[src/rtl/calc_sequencer.sv]
// Three-operand sequencer for the 11-bit calculator datapath.
// Chains operands through an external ALU and keeps a sticky overflow.
module calc_sequencer #(
  parameter int MAX_OPERANDS = 3
) (
  input  logic        clk,
  input  logic        rst_n,
  input  logic        clr,
  input  logic        op_valid,
  output logic        op_ready,
  input  logic [10:0] op_data,
  input  logic [1:0]  op_code,
  input  logic        op_last,
  output logic [10:0] alu_a,
  output logic [10:0] alu_b,
  output logic [1:0]  alu_s,
  output logic        alu_en,
  input  logic [10:0] alu_q,
  output logic        res_valid,
  input  logic        res_ready,
  output logic [10:0] res_q,
  output logic        res_ovf,
  output logic        busy
);

  typedef enum logic [1:0] {
    IDLE,
    ACCEPT,
    EXEC,
    DONE
  } state_e;

  state_e      state_q, state_d;
  logic [9:0]  acc_q, acc_d;
  logic        ovf_q, ovf_d;
  logic [2:0]  cnt_q, cnt_d;
  logic [10:0] a_q, a_d;
  logic [10:0] b_q, b_d;
  logic [1:0]  s_q, s_d;
  logic        last_q, last_d;
  logic        hs;
  logic        unused_bit;

  // Bit 10 of an operand carries no information.
  assign unused_bit = op_data[10];

  assign op_ready  = ((state_q == IDLE) || (state_q == ACCEPT)) && !clr;
  assign hs        = op_valid && op_ready;
  assign alu_en    = (state_q == EXEC);
  assign res_valid = (state_q == DONE);
  assign busy      = (state_q != IDLE);
  assign res_q     = {ovf_q, acc_q};
  assign res_ovf   = ovf_q;
  assign alu_a     = a_q;
  assign alu_b     = b_q;
  assign alu_s     = s_q;

  always_comb begin
    state_d = state_q;
    acc_d   = acc_q;
    ovf_d   = ovf_q;
    cnt_d   = cnt_q;
    a_d     = a_q;
    b_d     = b_q;
    s_d     = s_q;
    last_d  = last_q;
    if (clr) begin
      state_d = IDLE;
      acc_d   = '0;
      ovf_d   = 1'b0;
      cnt_d   = '0;
      a_d     = '0;
      b_d     = '0;
      s_d     = '0;
      last_d  = 1'b0;
    end else begin
      unique case (state_q)
        IDLE: begin
          if (hs) begin
            acc_d   = op_data[9:0];
            ovf_d   = 1'b0;
            cnt_d   = 3'd1;
            state_d = op_last ? DONE : ACCEPT;
          end
        end
        ACCEPT: begin
          if (hs) begin
            a_d     = {1'b0, acc_q};
            b_d     = {1'b0, op_data[9:0]};
            s_d     = op_code;
            cnt_d   = cnt_q + 3'd1;
            last_d  = op_last ||
                      ((cnt_q + 3'd1) == 3'(MAX_OPERANDS));
            state_d = EXEC;
          end
        end
        EXEC: begin
          acc_d   = alu_q[9:0];
          ovf_d   = ovf_q | alu_q[10];
          state_d = last_q ? DONE : ACCEPT;
        end
        DONE: begin
          if (res_ready) state_d = IDLE;
        end
        default: state_d = IDLE;
      endcase
    end
  end

  always_ff @(posedge clk) begin
    if (!rst_n) begin
      state_q <= IDLE;
      acc_q   <= '0;
      ovf_q   <= 1'b0;
      cnt_q   <= '0;
      a_q     <= '0;
      b_q     <= '0;
      s_q     <= '0;
      last_q  <= 1'b0;
    end else begin
      state_q <= state_d;
      acc_q   <= acc_d;
      ovf_q   <= ovf_d;
      cnt_q   <= cnt_d;
      a_q     <= a_d;
      b_q     <= b_d;
      s_q     <= s_d;
      last_q  <= last_d;
    end
  end

endmodule

[config.mk]
export PLATFORM = sky130hd
export DESIGN_NAME = calc_sequencer
export DESIGN_NICKNAME = d
export VERILOG_FILES = /design/src/rtl/calc_sequencer.sv
export SDC_FILE = /design/constraint.sdc
export NUM_CORES = 1
export LEC_CHECK = 0
export CAP_MARGIN = 20
export CORE_ASPECT_RATIO = 0.9
export CORE_MARGIN = 8
export CORE_UTILIZATION = 45
export CTS_BUF_LIST = sky130_fd_sc_hd__clkbuf_8
export DETAILED_ROUTE_END_ITERATION = 8
export PLACE_DENSITY_LB_ADDON = 0.25
export SETUP_SLACK_MARGIN = 0.15
export SLEW_MARGIN = 10
export SYNTH_ARGS = -nofsm -noshare
export SYNTH_HDL_FRONTEND = slang
export SYNTH_SLANG_ARGS = --single-unit
export TNS_END_PERCENT = 30
[constraint.sdc]
create_clock -name clk -period 1.25 [get_ports clk]
set_input_delay 0.25 -clock clk [delete_from_list [all_inputs] [get_ports clk]]
set_output_delay 0.25 -clock clk [all_outputs]
set_load 0.005 [all_outputs]
==> results of run 1 <==
==> layout by cell type, fill, tap and decap left out, types with 2 or more instances in the layout <==
cell and count:
nand2_1 43, dfxtp_1 29, clkdlybuf4s50_1 26, buf_4 20
a21oi_2 14, a211oi_2 12, a21oi_1 12, clkbuf_2 11
clkdlybuf4s15_2 10, buf_6 10, nor3_1 9, dfxtp_2 9
dlygate4sd2_1 9, buf_2 9, clkbuf_8 6, buf_12 5
mux2i_2 4, nor2_2 3, mux2i_1 3, mux2i_4 3
inv_1 2, nor3b_4 2, o21ai_1 2, nor2b_1 2
nand2_4 2, nor3_2 2, ha_1 2, conb_1 2
==> worst max-delay path, stage by stage (launching register included) <==
cell and delay [ns]:
dfxtp_2 0.34, buf_6 0.12, buf_6 0.12, buf_6 0.11
or3b_4 0.39, o21ai_1 0.14, a21oi_1 0.07
==> stage by stage <==
step	worst slack, ns	hold WS, ns	cell area (um^2)	utilization (%)
2_1_floorplan	0.127	0.368	1790	-
3_3_place_gp	-0.380	0.441	2550	68.3
3_5_place_dp	-0.431	0.446	2550	68.3
4_1_cts	-0.134	0.454	2770	74.3
5_1_grt	-0.190	0.483	2930	78.5
6_report	-0.148	0.460	2930	78.5
==> area by class of cell <==
class / instances / area (um^2)
Multi-Input combinational cell: 136 / 1020
Fill cell: 245 / 803
Clock buffer: 6 / 82.6
Timing Repair Buffer: 101 / 930
Clock inverter: 2 / 35.0
Sequential cell: 39 / 796
Inverter: 2 / 7.51
Tap cell: 46 / 57.6
==> worst paths after layout <==
| check | end | slack [ns] | cells past startpoint |
|---|---|---|---|
| hold / removal | alu_b[4] | 0.46 | 2 |
| hold reg to reg | alu_b[4] | 0.46 | 2 |
| setup reg to reg | res_ovf | -0.15 | 6 |
| setup / recovery | res_ovf | -0.15 | 6 |
==> repair_timing <==
action	CTS	global route
cloned	0	1
setup buffers	7	8
resized for setup	124	57
setup endpoints to repair	77	74
hold endpoints to repair	0	0
pin swaps	8	16
==> per-layer routing <==
metal	vias to the layer above	GRT usage [%]	routed length [um]
li1	838	-	-
met2	53	28.8	2780
met3	7	7.31	499
met5	-	0	0
met1	834	19.8	2360
met4	0	5.45	63
==> cell usage after synthesis, drive strengths merged (3+ instances only) <==
cell type | number | area [um^2]
nand2 | 46 | 173
dfxtp | 39 | 781
a21oi | 27 | 146
buf | 15 | 109
a211oi | 12 | 145
nor3 | 11 | 55.1
mux2i | 10 | 100
nor2 | 4 | 15.0
o21ai | 4 | 20.0
nor2b | 3 | 26.3
==> registers in the layout, summed over array words and instances, names as in the netlist <==
| register | flops |
|---|---|
| alu_b | 10 |
| alu_a | 10 |
| state_q | 2 |
| acc_q | 10 |
| last_q | 1 |
| cnt_q | 3 |
| res_ovf | 1 |
| alu_s | 2 |
==> logic make-up after synthesis <==
family / share of synthesized area [%]
and+or+nand+nor: 21.6
xor gates and xnor gates: 0.997
DFF: 44.4
adders and majority gates: 1.42
muxes: 5.69
buffers and inverters: 7.05
other: 0.213
AOI/OAI and AO/OA: 18.6
==> power by group <==
group          leakage, uW  internal [uW]  switching (uW)
Clock            0.0000612            646             462
Sequential        0.000320           1260            14.4
Combinational     0.000732            243             196
==> impl_metrics.ini, run 1 <==
[power_and_ir_drop]
ir_drop_mv = 0.884
power_density_nw_per_um2 = 964
leakagePower_uw = 0.00111
p_total_uw = 2820

[worst_setup_path]
timing.rr.start = state_q[1]
critical_path_class = reg2reg
crit_fanout = 4
start_kind = register
crit_path_end_kind = register
crit_start = state_q[1]
critPathRequiredTime_ns = 1.43
cp.arrival_ns = 1.58

[cts]
clockBufferDepth = 2
htree_levels = 2
cts_buffers = 5
clk_pin_slew_ns = 0.08
cts_tree = built
cts.sinks = 39
cts_hold_buf = 0
clock_latency_ns = 0.29
cts-root-buf = clkbuf_8

[yosys]
avgSynthCellArea_um2 = 9.11
synth_area_um2 = 1760
synth-seq-cells = 39
yosysWarnings = 0
ys.flop_type = dfxtp_1
synth_edf_count = 0
ys_types = 34
netlist_instances = 193
seq_area_frac_synth_pct = 44.4
async_reset_ff_share_pct = 0

[sta]
tns_ns = -3.40
setup_viol = 41
setup_slack_ns = -0.148
fin_crit_sh_pct = 112
rsz0062_at_grt = true
hold_violations = 0
finalClockSkew_ns = 0.00450
period_needed_ns = 1.40
maxSlewViolCount = 0
fmax_mhz = 715

[floorplan]
row_count = 21
fp.dieW_um = 81.9
start_util_pct = 47.1
core_um2 = 3730
die_h_um = 75.3
dieArea_um2 = 6170
ios = 70

[route]
route.vias.total = 1732
drc = 0
dr.pass1.iters = 4
vias_per_cell = 5.22
routed_wl_um = 5700
wl_per_cell_um = 17.2
antenna_left = 0
detail_route.iter0.violations = 110

[worst_hold_path]
hp-class = reg2reg
hold_start = alu_b[4]

[place]
routabilityCongestion = 0.771
dp_hpwl_um = 3600
dp.cells = 308
io_buffer_count = 66

[global_routing]
grt_first_pass_wirelength_um = 8310
gr-total-overflow = 0
grt_pass1_vias = 1735
antenna_found_initial = 0
grt_use_total_pct = 17.4
grt_max_degree = 21

[finish]
drive_gt1_share_pct = 47.2
final_cells = 332
final_nets = 317
diodes = 0
area_delta_synth_final_pct = 66.5

[outcome]
violations = setup timing
outcome = finished, violations left

[run]
drv_cap = 0
Note: power is estimated with default switching activity, not from simulation.
==> run 2: changes to the inputs <==
--- a/config.mk
+++ b/config.mk
@@ -11,7 +11,7 @@
 export CORE_UTILIZATION = 45
 export CTS_BUF_LIST = sky130_fd_sc_hd__clkbuf_8
 export DETAILED_ROUTE_END_ITERATION = 8
-export PLACE_DENSITY_LB_ADDON = 0.25
+export PLACE_DENSITY = 0.83
 export SETUP_SLACK_MARGIN = 0.15
 export SLEW_MARGIN = 10
 export SYNTH_ARGS = -nofsm -noshare
==> impl_metrics.ini, run 2 (same netlist as run 1, synthesis figures left out) <==
[finish]
drive_gt1_share_pct = 42.4
layout_commonest_cell = nand2_1
final_nets = 309
diodes = 0
layout.cells.most_common_list = 46 x nand2_1, 26 x clkdlybuf4s50_1, 23 x dfxtp_1
area_delta_synth_final_pct = 56.2

[worst_setup_path]
critical_path_class = reg2reg
timing.rr.start = state_q[1]
crit_start = state_q[1]
cp_common_cell = buf_6
crit_buf_inv = 3
start_kind = register
path_cells = buf_6 -> buf_6 -> and4bb_4 -> buf_12 -> nand2_1 -> a21oi_2
cp.arrival_ns = 1.63
critPathRequiredTime_ns = 1.47
crit_slowest_cell = dfxtp_4
r2r_setup_slack_ns = -0.17
crit_path_end_kind = register
crit_fanout = 12
cpPeakStageDelay_ns = 0.37
cp_top_family = simple AND/OR/NAND/NOR gates

[global_routing]
grt_max_degree = 25
grt_pass1_vias = 1593
antenna_found_initial = 0
grt_use_total_pct = 15.7
grt_first_pass_wirelength_um = 7450
gr-total-overflow = 0

[route]
antenna_left = 0
wl_per_cell_um = 16.0
route.vias.total = 1668
routed_wl_um = 5190
dr.pass1.iters = 5
vias_per_cell = 5.15
detail_route.iter0.violations = 78
drc = 0

[sta]
setup_slack_ns = -0.165
rsz0062_at_grt = true
maxSlewViolCount = 0
period_needed_ns = 1.42
fmax_mhz = 707
tns_ns = -2.93
fin_crit_sh_pct = 113
setup_viol = 33
hold_violations = 0
finalClockSkew_ns = 0.00469

[cts]
cts_hold_buf = 0
cts_buffers = 5
htree_levels = 2
cts_tree = built
clock_latency_ns = 0.29
cts-root-buf = clkbuf_8
clockBufferDepth = 2
clk_pin_slew_ns = 0.08
cts.sinks = 39

[run]
drv_cap = 0

[power_and_ir_drop]
power_density_nw_per_um2 = 1000
leakagePower_uw = 0.00105
p_total_uw = 2760
ir_drop_mv = 0.831

[worst_hold_path]
hold_start = alu_a[2]
hp-class = reg2reg

[place]
dp_hpwl_um = 3530
post-place-ws_ns = -0.390
routabilityCongestion = 0.761
io_buffer_count = 66

[floorplan]
row_count = 21
die_h_um = 75.3
start_util_pct = 47.1
core_um2 = 3730
ios = 70
fp.dieW_um = 81.9
dieArea_um2 = 6170

[outcome]
violations = setup timing
outcome = finished, violations left
-- run 2: cell count changes in the layout (fill, tap and decap cells not counted), sizes merged --
cell	delta
buf	-10
clkbuf	+9
clkdlybuf4s15	-7
-- run 2: worst paths after layout --
kind / endpoint / cells past startpoint
worst max-delay path: alu_b[0] / 6
worst min-delay path: alu_a[2] / 2
worst max register to register: alu_b[0] / 6
worst min register to register: alu_a[2] / 2
-- run 2: power breakdown --
group | switching [uW] | internal, uW
sequential | 15.3 | 1260
clock | 452 | 646
combinational | 171 | 213
total | 638 | 2120
-- run 2: layout make-up --
class / instances / area (um^2)
inverter: 2 / 7.51
fill: 283 / 986
timing repair buffer: 93 / 827
multi-input combinational: 136 / 930
clock buffer: 6 / 82.6
sequential: 39 / 806
tap: 46 / 57.6
clock inverter: 2 / 35.0
-- run 2: layer usage --
metal  share of wire [%]  GRT usage (%)
met4                 1.8           7.00
met2                  47           24.9
met5                   0              0
met1                  42           17.9
met3                 9.2           6.84
-- run 2: timing repair --
action | in CTS | in global routing
endpoints found under the setup margin | 77 | 76
pin swaps | 4 | 5
buffers inserted | 9 | 0
resized for setup | 115 | 42
gates cloned | 0 | 1
-- run 2: through the flow --
step / hold slack [ns] / std cells / util, % / instance area [um^2]
4_1_cts: 0.456 / 323 / 74.5 / 2780
6_report: 0.453 / 324 / 73.6 / 2750
5_1_grt: 0.474 / 324 / 73.6 / 2750
2_1_floorplan: 0.368 / 194 / - / 1790
3_3_place_gp: 0.441 / 306 / 68.3 / 2550
3_5_place_dp: 0.447 / 306 / 68.3 / 2550
-- run 2: worst register-to-register path: cells and delay by family, from the launching register on --
kind	cells	cell delay, ns
AOI/OAI and AO/OA	1	0.14
buffers and inverters	3	0.39
DFF	1	0.37
and+or+nand+nor	2	0.44
==> run 3: changes to the inputs <==
--- a/config.mk
+++ b/config.mk
@@ -10,6 +10,7 @@
 export CORE_MARGIN = 8
 export CORE_UTILIZATION = 45
 export CTS_BUF_LIST = sky130_fd_sc_hd__clkbuf_8
+export CTS_CLUSTER_SIZE = 10
 export DETAILED_ROUTE_END_ITERATION = 8
 export PLACE_DENSITY = 0.83
 export SETUP_SLACK_MARGIN = 0.15
==> results of run 3 <==
No change in the layout: final DEF, timing and power equal those of run 2.
